==> src/rtl/pipe_stage_buf.sv <==
// pipe_stage_buf
//   Two-entry in-order skid buffer that sits between two pipeline stages.
//   Each entry carries {instr, pc, exc, bd}. A flush discards everything
//   and leaves a single handler bubble (instr=0, pc=HANDLER_PC, exc=0,
//   bd=0) at the head. It also counts the cycles in which downstream
//   stalls a valid head entry.
//
// Ports
//   clk        : sole clock, rising edge
//   reset      : asynchronous, active-high reset
//   flush      : exception request; drop contents, insert handler bubble
//   in_valid   : upstream offers an entry
//   in_ready   : buffer can take an entry (registered state only)
//   in_instr   : upstream instruction payload
//   in_pc      : upstream PC
//   in_exc     : upstream exception code
//   in_bd      : upstream branch-delay flag
//   out_valid  : head entry is valid
//   out_ready  : downstream accepts the head entry (0 = stall)
//   out_instr  : head entry instruction (0 when out_valid=0)
//   out_pc     : head entry PC (0 when out_valid=0)
//   out_exc    : head entry exception code (0 when out_valid=0)
//   out_bd     : head entry branch-delay flag (0 when out_valid=0)
//   count      : number of occupied entries, 0..2
//   stall_cnt  : saturating count of cycles with out_valid & !out_ready

module pipe_stage_buf #(
  parameter int unsigned          DATA_W     = 32,
  parameter int unsigned          PC_W       = 32,
  parameter int unsigned          EXC_W      = 5,
  parameter logic [PC_W-1:0]      HANDLER_PC = 32'h0000_4180
) (
  input  logic              clk,
  input  logic              reset,
  input  logic              flush,
  input  logic              in_valid,
  output logic              in_ready,
  input  logic [DATA_W-1:0] in_instr,
  input  logic [PC_W-1:0]   in_pc,
  input  logic [EXC_W-1:0]  in_exc,
  input  logic              in_bd,
  output logic              out_valid,
  input  logic              out_ready,
  output logic [DATA_W-1:0] out_instr,
  output logic [PC_W-1:0]   out_pc,
  output logic [EXC_W-1:0]  out_exc,
  output logic              out_bd,
  output logic [1:0]        count,
  output logic [15:0]       stall_cnt
);

  localparam int unsigned ENTRY_W = DATA_W + PC_W + EXC_W + 1;

  // Entry 0 is always the head; entry 1 only holds data when count=2.
  logic [ENTRY_W-1:0] entry0_q, entry0_d;
  logic [ENTRY_W-1:0] entry1_q, entry1_d;
  logic [1:0]         count_q, count_d;
  logic [15:0]        stall_cnt_q, stall_cnt_d;

  logic               push;
  logic               pop;
  logic [ENTRY_W-1:0] in_entry;
  logic [ENTRY_W-1:0] bubble_entry;

  assign in_entry     = {in_instr, in_pc, in_exc, in_bd};
  assign bubble_entry = {{DATA_W{1'b0}}, HANDLER_PC, {EXC_W{1'b0}}, 1'b0};

  // Handshake flags depend only on registered occupancy, so there is no
  // combinational path from out_ready to in_ready.
  assign in_ready  = (count_q != 2'd2);
  assign out_valid = (count_q != 2'd0);

  assign push = in_valid & in_ready & ~flush;
  assign pop  = out_valid & out_ready & ~flush;

  // Next-state for the entry storage. Flush wins over everything. A pop
  // always shifts entry 1 into the head; a push lands in the first free
  // slot after that shift, which keeps FIFO order on simultaneous
  // push/pop. Vacated slots are zeroed so stale data never lingers.
  always_comb begin
    entry0_d = entry0_q;
    entry1_d = entry1_q;
    count_d  = count_q;

    if (flush) begin
      entry0_d = bubble_entry;
      entry1_d = '0;
      count_d  = 2'd1;
    end else begin
      case ({push, pop})
        2'b11: begin
          // push implies count<2 and pop implies count>0, so count=1 here
          entry0_d = in_entry;
          entry1_d = '0;
        end
        2'b01: begin
          entry0_d = entry1_q;
          entry1_d = '0;
          count_d  = count_q - 2'd1;
        end
        2'b10: begin
          if (count_q == 2'd0) begin
            entry0_d = in_entry;
          end else begin
            entry1_d = in_entry;
          end
          count_d = count_q + 2'd1;
        end
        default: begin
          count_d = count_q;
        end
      endcase
    end
  end

  // Stall counter saturates rather than wrapping; only reset clears it.
  always_comb begin
    stall_cnt_d = stall_cnt_q;
    if (out_valid && !out_ready && (stall_cnt_q != 16'hFFFF)) begin
      stall_cnt_d = stall_cnt_q + 16'd1;
    end
  end

  always_ff @(posedge clk or posedge reset) begin
    if (reset) begin
      entry0_q    <= '0;
      entry1_q    <= '0;
      count_q     <= 2'd0;
      stall_cnt_q <= 16'd0;
    end else begin
      entry0_q    <= entry0_d;
      entry1_q    <= entry1_d;
      count_q     <= count_d;
      stall_cnt_q <= stall_cnt_d;
    end
  end

  // Payload outputs are forced to zero whenever the head is not valid.
  always_comb begin
    out_instr = '0;
    out_pc    = '0;
    out_exc   = '0;
    out_bd    = 1'b0;
    if (out_valid) begin
      {out_instr, out_pc, out_exc, out_bd} = entry0_q;
    end
  end

  assign count     = count_q;
  assign stall_cnt = stall_cnt_q;

endmodule

==> config.mk <==
export PLATFORM = sky130hd
export DESIGN_NAME = pipe_stage_buf
export DESIGN_NICKNAME = d
export VERILOG_FILES = /design/src/rtl/pipe_stage_buf.sv
export SDC_FILE = /design/constraint.sdc
export NUM_CORES = 1
export LEC_CHECK = 0
export BUFFER_PORTS_ARGS = -buffer_cell sky130_fd_sc_hd__buf_2
export CAP_MARGIN = 5
export CORE_MARGIN = 2
export CORE_UTILIZATION = 30
export CTS_BUF_LIST = sky130_fd_sc_hd__clkbuf_16
export CTS_CLUSTER_SIZE = 24
export DETAILED_ROUTE_END_ITERATION = 8
export GPL_ROUTABILITY_DRIVEN = 0
export PLACE_DENSITY_LB_ADDON = 0.05
export SYNTH_ARGS = -nofsm -noshare
export SYNTH_HDL_FRONTEND = slang
export SYNTH_SLANG_ARGS = --single-unit
export TNS_END_PERCENT = 100
==> constraint.sdc <==
create_clock -name clk -period 5.1 [get_ports clk]
set_input_delay 1.02 -clock clk [delete_from_list [all_inputs] [get_ports clk]]
set_output_delay 1.02 -clock clk [all_outputs]
set_load 0.05 [all_outputs]
==> results.cfg <==
[setup_path]
end_kind = primary output
cp.required_ns = 4.08
r2r-end = entry0_q[66]
cp_max_fo = 51
startpoint = count[0]
r2r_start = count[0]
cp_data_arrival_time_ns = 2.52
slowest_stage = inv_2
crit_type = flip-flop to primary output
r2r_slack_ns = 2.38
crit_end = out_pc[14]
worstPathCellList = nor2_1, inv_2, buf_4, and2_1, buf_2
start_kind = flip-flop
r2r_cells = 6
slowest_delay_ns = 0.67

[timing]
skew_ns = 0.0116
post-route-min-period_ns = 3.54
rsz0062_at_grt = no
fmax_mhz = 283
tightest_slew_ns = 1.08
setup_viol = 0
period_share_pct = 69.4
slew_violations = 0
slew_headroom_pct = 27.4
hold_viol = 0
tns_ns = 0

[cts]
hold_buffers = 0
htree_levels = 4
post_cts_buffers = 0
cts-root-buf = clkbuf_16
cts_tree = yes
clock_path_buffers = 2
clk_latency_ns = 0.42
path_clk_slew_ns = 0.07
numCtsBuffers = 17
cts_sinks = 158
cts_resized = 0

[die]
pin_count = 165
die-height_um = 158
rows = 56
die_area_um2 = 24800
start_util_pct = 30.3
core_um2 = 23300
die_w_um = 158

[synthesis]
synth_seq_area_share_pct = 55.9
ys_ff_latch = 158
synth_top_family_by_area = compound AO/OA/AOI/OAI gates
synthMuxAreaShare_pct = 10.2
synthCells = 634
synth_edf_count = 0
synthFlopType = dfrtp_1
synth_compound_area_share_pct = 15.1
synth_xor_area_share_pct = 1.48
synthAdderAreaFrac_pct = 0.177
synthesis.nets = 710
syn-mean-instance-area_um2 = 11.2
syn_area_um2 = 7080
async_flop_share_pct = 100
yosys.area_share.simple_pct = 13.9
yosysWarnings = 0
synth_cell_types = 40

[routing]
ant_nets = 0
drt-vias-per-instance = 4.83
vias = 5400
first_pass_iters = 5
drt_iter0_drc = 203
wl_per_cell_um = 17.5
routed_wl_um = 19600
drc = 0

[pwr]
power_density_nw_per_um2 = 388
vdd_drop_max_uv = 206
p_leak_nw = 4.55
finalPower_mw = 3.41

[finish]
area.growth.synth_to_final_pct = 24.0
design_area_um2 = 8780
fillers = 2354
drive_above_1_share_pct = 27.1
nets = 857

[global_routing]
antenna_found_initial = 8
grt_max_degree = 83
overflow = 0
grt_use_total_pct = 16.0
grt_pass1_vias = 5556
grt_pass1_wl_um = 30700

[outcome]
status = complete, no violations

[placement]
port_buffers = 164
hpwl_um = 12000
post_dp_cell_area_um2 = 8190

[hold_path]
hp-class = flip-flop to flip-flop

[flow_run]
maxCapViolations = 0
[final cells by class]
cell class              count  area [um2]  area share, %
flip-flops and latches    158        3950           45.0
multi-input cells         427        2920           33.2
repair buffers            174         908           10.3
clock buffers              17         425           4.85
well taps                 319         399           4.55
clock inverters            15         148           1.68
inverters                   3        15.0          0.171
diodes                      5        12.5          0.143
[cell usage in the layout, fill, tap and decap left out, drive strengths merged, types with 8 or more instances in the layout]
cell type and count:
nand2 75, buf 174, a22o 70, clkbuf 17, xor2 9, o21ai 68
dfrtp 158, mux2i 70, nand3 8, and2 70
[worst max-delay path: cells and delay by family, from the launching register on]
family                 cells  cell delay (ns)
DFF                        1             0.53
and+or+nand+nor            2             0.28
buffers and inverters      3             1.28
[power breakdown]
part / switching, mW / internal, mW / total [mW] / leakage (nW)
sequential: 0.0710 / 1.35 / 1.42 / 2.11
combinational: 0.524 / 0.198 / 0.722 / 2.16
clock: 0.542 / 0.720 / 1.26 / 0.280
total: 1.14 / 2.27 / 3.41 / 4.55
[per-stage QoR]
stage / hold WS, ns / setup slack, ns / util [%] / instances
floorplan: 0.442 / 1.84 / - / 634
global placement: 0.454 / 2.05 / 35.1 / 1081
detailed placement: 0.463 / 1.96 / 35.1 / 1081
CTS: 0.478 / 1.50 / 37.6 / 1113
global route: 0.494 / 1.36 / 37.6 / 1116
finish: 0.472 / 1.56 / 37.6 / 1118
[metal layers]
metal  up-vias  global-route usage (%)  wire length [um]
met5         -                       0                44
met4         6                    4.76               296
met3        24                    5.53              1230
met2       145                    24.8              8830
met1      2682                    21.1              9160
li1       2543                       -                 -
[registers in the layout (all words and copies together), names as in the netlist]
register,flops
count,2
entry0_q,70
stall_cnt,16
entry1_q,70
[cells in the mapped netlist, types with 4 or more instances]
library cell / count / area share [%]
a21oi_1: 4 / 0.28
a22o_1: 70 / 8.7
and2_1: 70 / 6.2
buf_2: 9 / 0.64
buf_6: 4 / 0.64
clkbuf_1: 29 / 1.5
dfrtp_1: 158 / 56
mux2i_1: 70 / 9.9
nand2_1: 75 / 4.0
nand3_1: 8 / 0.57
nand4_1: 5 / 0.44
nor2_1: 7 / 0.37
nor3_1: 7 / 0.49
nor4_1: 4 / 0.35
o21ai_0: 38 / 2.7
o21ai_1: 30 / 2.1
xor2_1: 9 / 1.1
[how the worst min path moves through the flow]
| stage | slack, ns | cells after the start | end | startpoint |
|---|---|---|---|---|
| after CTS | 0.48 | 2 | entry0_q[38] | entry0_q[38] |
| after global routing | 0.49 | 2 | entry0_q[49] | entry0_q[49] |
| after global placement | 0.45 | 2 | entry0_q[54] | entry0_q[54] |
| after floorplan | 0.44 | 2 | entry0_q[27] | entry0_q[27] |
| final | 0.47 | 2 | entry0_q[43] | entry0_q[43] |
| after detailed placement | 0.46 | 2 | entry0_q[38] | entry0_q[38] |
[cells by family (layout without fill, tap and decap cells)]
family,after synthesis,after routing
multiplexers,72,72
flip-flops,158,158
buffers and inverters,49,209
other,0,5
AND/OR/NAND/NOR,190,190
AO/OA/AOI/OAI,152,152
XOR/XNOR,12,12
adder cells (fa/ha/maj),1,1
Note: power is estimated with default switching activity, not from simulation.
